**config.mk**
```make
export PLATFORM = sky130hd
export DESIGN_NAME = button_press_emitter
export DESIGN_NICKNAME = d
export VERILOG_FILES = /design/src/rtl/button_press_emitter.sv
export SDC_FILE = /design/constraint.sdc
export NUM_CORES = 1
export LEC_CHECK = 0
export CORE_MARGIN = 2
export CORE_UTILIZATION = 46
export DETAILED_ROUTE_END_ITERATION = 8
export HOLD_SLACK_MARGIN = 0.02
export PLACE_DENSITY = 0.67
export SLEW_MARGIN = 10
export SYNTH_ARGS = -nofsm -noshare
export SYNTH_HDL_FRONTEND = slang
export SYNTH_SLANG_ARGS = --single-unit
```
**constraint.sdc**
```tcl
create_clock -name clk -period 2.5 [get_ports clk]
set_clock_uncertainty 0.15 [all_clocks]
set_input_delay 0.25 -clock clk [delete_from_list [all_inputs] [get_ports clk]]
set_output_delay 0.25 -clock clk [all_outputs]
set_load 0.01 [all_outputs]
```
**src/rtl/button_press_emitter.sv**
```systemverilog
// Emits 0-3 emulated button presses (bounce, press, gap) on B when start is accepted.
// Outputs are flop-driven; start is ignored while busy and accepted again in FINISH.
module button_press_emitter #(
  parameter int PRESS_CYCLES  = 100,
  parameter int GAP_CYCLES    = 100,
  parameter int BOUNCE_CYCLES = 4
) (
  input  logic       clk,
  input  logic       reset,
  input  logic       start,
  input  logic [1:0] count,
  output logic       busy,
  output logic       done,
  output logic       B
);

  localparam int MAX_CYCLES = (PRESS_CYCLES > GAP_CYCLES) ? PRESS_CYCLES : GAP_CYCLES;
  localparam int CNT_W      = (MAX_CYCLES > 1) ? $clog2(MAX_CYCLES) : 1;

  localparam logic [CNT_W-1:0] PRESS_LAST = CNT_W'(PRESS_CYCLES - 1);
  localparam logic [CNT_W-1:0] GAP_LAST   = CNT_W'(GAP_CYCLES - 1);
  localparam logic [CNT_W-1:0] BOUNCE_END = CNT_W'(BOUNCE_CYCLES);

  typedef enum logic [1:0] {
    IDLE   = 2'd0,
    PRESS  = 2'd1,
    GAP    = 2'd2,
    FINISH = 2'd3
  } state_t;

  state_t           state, state_nxt;
  logic [CNT_W-1:0] cnt, cnt_nxt;
  logic [1:0]       remaining, remaining_nxt;
  logic             b_nxt, busy_nxt, done_nxt;

  // State register; outputs are registered copies of their next-cycle values.
  always_ff @(posedge clk) begin
    if (reset) begin
      state     <= IDLE;
      cnt       <= '0;
      remaining <= 2'd0;
      B         <= 1'b0;
      busy      <= 1'b0;
      done      <= 1'b0;
    end else begin
      state     <= state_nxt;
      cnt       <= cnt_nxt;
      remaining <= remaining_nxt;
      B         <= b_nxt;
      busy      <= busy_nxt;
      done      <= done_nxt;
    end
  end

  // Next-state and counter logic.
  always_comb begin
    state_nxt     = state;
    cnt_nxt       = cnt;
    remaining_nxt = remaining;
    case (state)
      IDLE, FINISH: begin
        if (start) begin
          remaining_nxt = count;
          cnt_nxt       = '0;
          state_nxt     = (count == 2'd0) ? FINISH : PRESS;
        end else begin
          state_nxt = IDLE;
        end
      end
      PRESS: begin
        if (cnt == PRESS_LAST) begin
          remaining_nxt = remaining - 2'd1;
          cnt_nxt       = '0;
          state_nxt     = GAP;
        end else begin
          cnt_nxt = cnt + 1'b1;
        end
      end
      GAP: begin
        if (cnt == GAP_LAST) begin
          cnt_nxt   = '0;
          state_nxt = (remaining == 2'd0) ? FINISH : PRESS;
        end else begin
          cnt_nxt = cnt + 1'b1;
        end
      end
      default: begin
        state_nxt = IDLE;
        cnt_nxt   = '0;
      end
    endcase
  end

  // Output decode from the upcoming state so the flops present it in that cycle.
  always_comb begin
    b_nxt    = 1'b0;
    busy_nxt = 1'b0;
    done_nxt = 1'b0;
    case (state_nxt)
      PRESS: begin
        busy_nxt = 1'b1;
        // Contact bounce: high on even indices within the leading bounce window.
        b_nxt    = (cnt_nxt >= BOUNCE_END) || !cnt_nxt[0];
      end
      GAP:    busy_nxt = 1'b1;
      FINISH: done_nxt = 1'b1;
      default: ;
    endcase
  end

endmodule
```
==> results.txt <==
----------------------------------------------------
[Clock network]
  Gates resized, CTS repair ... 0
  H-tree depth reported by CTS ... 1
  Clock net sink count ... 14
  Maximum clock insertion buffer count ... 2
  Clock tree from TritonCTS ... done
  Count of hold-fix buffers inserted at cts ... 0
  CTS Root Buffer Type ... clkbuf_4
  Clock edge transition at the registers on the reported setup and hold paths ... 80 ps
  Source-to-sink clock delay at the later pin of the worst-skew pair ... around 280 ps
  Count of buffers added by post-CTS timing repair for setup ... 0
  Number of CTS-inserted buffers ... 3

[Yosys]
  Nets in the synthesized netlist ... 116
  Count of flip-flops with a built-in enable after synthesis ... 0
  Synth Area per Inst ... between 8 and 9 um2
  Number of distinct library cells after synthesis ... 35
  Share of synthesized cell area in and, or, nand and nor gates ... 0.285
  Number of warnings printed during yosys synthesis ... 0
  Async S/R FF share, synth ... 0
  Post-Synthesis Cell Area ... 878 um2
  Multiplexer fraction of the synthesized cell area ... 0.0114
  Most common flop cell mapped by yosys ... dfxtp_1
  Post-Synth Adder-Cell Area ... 0.0855
  Sequential fraction of the synthesis area ... 0.319
  Register bit total from synthesis ... 14
  Share of the synthesized area in compound gates (AO/OA/AOI/OAI) ... 0.229
  Gate count after technology mapping ... roughly 110
  Main combinational cell family by area after synthesis ... simple AND/OR/NAND/NOR gates
  Post-synthesis share of cell area spent on xor and xnor gates ... 0.00997

[Cells and area]
  Area growth from synthesis to layout ... 14.0%
  Filler Cells Inserted ... 171
  NumNets Final ... ~130
  # diodes ... 0
  Sequential Area ... approximately 280 um2
  Post-layout utilization of the core ... 0.567
  Cell Count, Final, Fillers Out ... approximately 140
  Share of cells above drive strength 1 ... 0.115
  Total area of multi-input combinational cells ... 546 um2

[Global route]
  Vias in the first global route ... roughly 700
  Largest net degree at the start of global routing ... 17
  Antenna violations before repair ... 0
  All-Layer GR Usage ... 0.189
  Total global routing overflow ... 0
  Global-route wire length before repair ... roughly 3 mm

[Setup path]
  Data required time at the worst endpoint ... around 2600 ps
  Data arrival time of the worst path ... around 2400 ps
  Worst setup path class ... flop to flop
  Startpoint Class ... flop
  CP Max Fanout ... 8
  Worst setup EP type ... flop

[STA]
  # setup viols final ... 0
  Final number of max-transition violations ... 0
  Maximum frequency from static timing analysis ... approximately 0.43 GHz
  Minimum clock period ... 2320 ps
  Post-route setup TNS ... 0 ps
  Relative max-transition margin ... 0.647
  Setup repair after global routing missed its margin ... false
  Final Cycle Share ... 0.926
  Tightest Pin Transition ... between 500 and 600 ps
  Final Hold Vio Count ... 0

[Routing]
  Total wire length after detailed routing ... around 1.7 mm
  Count of TritonRoute iterations in the first routing pass ... 5
  Routed wire per std cell ... around 12 um
  Count of vias placed by the detailed router ... about 750
  Antenna-violating nets left ... 0
  Count of routing violations after the opening detailed-route iteration ... 26
  Average via count per standard cell ... roughly 5.4
  Count of unresolved DRC violations after routing ... 0

[Power and ir drop]
  Clock network fraction of design power ... 0.232
  Share of power burned in registers ... 0.392
  Leakage power of the design ... ~0.00037 uW
  Internal power component ... 458 uW
  Combinational fraction of design power ... 0.375
  Maximum resistive drop on vdd ... ~0.45 mV
  Total net switching power ... about 230 uW
  Total power draw ... slightly below 700 uW
  Power per cell area ... between 600 and 700 nW/um2
  Switching Fraction ... 0.335

[Floorplanning]
  Initial cell density of the core ... 0.498
  Die Height ... roughly 48 um
  Number of cell rows ... 15
  Core area ... ~1800 um2
  Overall die width ... 47.7 um
  DIE AREA ... roughly 2300 um2
  Number of top-level pins ... 8

[Status]
  Run status ... complete, no violations

[Job]
  Max-Cap Viols ... 0

[Place]
  Gp weighted congestion ... 0.797
  DP Cell Count ... ~130
  Post-DP HPWL ... approximately 1.3 mm
  Port-buffer cells ... 7

[Min path]
  Hold Crit Class ... flop to flop

----------------------------------------------------
[final timing paths]
path,endpoint,cells past startpoint,startpoint,slack [ps]
setup / recovery,B,8,cnt[0],180
hold / removal,remaining[0],2,remaining[0],330
setup reg to reg,B,8,cnt[0],180
hold reg to reg,remaining[0],2,remaining[0],330
[power by group through the flow]
stage / registers [uW] / logic [uW] / clock network (uW)
2_1_floorplan: 277 / 176 / 0
3_3_place_gp: 274 / 254 / 0
3_5_place_dp: 275 / 258 / 0
4_1_cts: 270 / 259 / 166
5_1_grt: 275 / 296 / 177
6_report: 271 / 259 / 160
[cells in the mapped netlist, drive strengths merged (2+ instances only)]
master  number  share of area
or4b         2          0.023
a21oi        6          0.034
nand3        2          0.011
and3         2          0.020
nand2        9          0.038
inv          6          0.026
dfxtp       14           0.32
nor2        18          0.085
ha           6          0.085
o31ai        5          0.043
o21ai        6          0.034
a22oi        2          0.017
clkbuf       3          0.013
buf          2          0.021
a211oi       2          0.023
nand2b       4          0.031
nor2b        4          0.028
[flip-flops by register name, summed over array words and instances (netlist names)]
signal	count
remaining	2
done	1
state	2
cnt	7
B	1
busy	1
[final cells by class]
type,instances,area share
multi-input combinational,80,0.545
sequential,14,0.280
timing repair buffer,9,0.0850
clock buffer,4,0.0363
tap,25,0.0313
inverter,6,0.0225
[per-stage QoR]
stage	cell area, um2	worst slack, ps	hold WS [ps]
after detailed placement	965	245	319
final	1000	184	327
after global placement	965	268	314
after floorplan	878	435	172
after CTS	1000	215	331
after global routing	1000	40.4	394
[worst max-delay path: stages (launching register included)]
cell	delay, ps
dfxtp_1	430
ha_1	320
nand2b_2	150
nor2_4	220
nor2_1	70
o31ai_1	430
ha_1	260
nand2b_1	80
a41oi_2	150
[cells in the final DEF, fill, tap and decap left out, types with 2 or more instances in the layout]
cell type	count
nor2b_1	4
o31ai_1	5
or4b_1	2
o21ai_0	4
a21oi_1	6
a22oi_1	2
inv_1	6
nand3_1	2
clkbuf_4	3
dfxtp_1	14
clkdlybuf4s50_1	7
nand2_1	9
buf_4	2
o21ai_1	2
nor2_1	17
nand2b_1	3
ha_1	6
[layer usage]
| layer | GRT usage | vias to the layer above | part of all wire |
|---|---|---|---|
| met4 | 0.0432 | 0 | 0.0071 |
| met1 | 0.252 | 340 | 0.51 |
| met3 | 0.0566 | 2 | 0.049 |
| met2 | 0.301 | 19 | 0.43 |
| li1 | - | 391 | - |
| met5 | 0 | - | 0 |
[cell families (layout without fill, tap and decap cells)]
| family | after synthesis | count (layout) |
|---|---|---|
| multiplexers | 1 | 1 |
| adder cells (fa/ha/maj) | 6 | 6 |
| XOR/XNOR | 1 | 1 |
| AND/OR/NAND/NOR | 44 | 44 |
| buffers and inverters | 11 | 19 |
| AO/OA/AOI/OAI | 28 | 28 |
| flip-flops | 14 | 14 |
(Power assumes the default switching activity.)
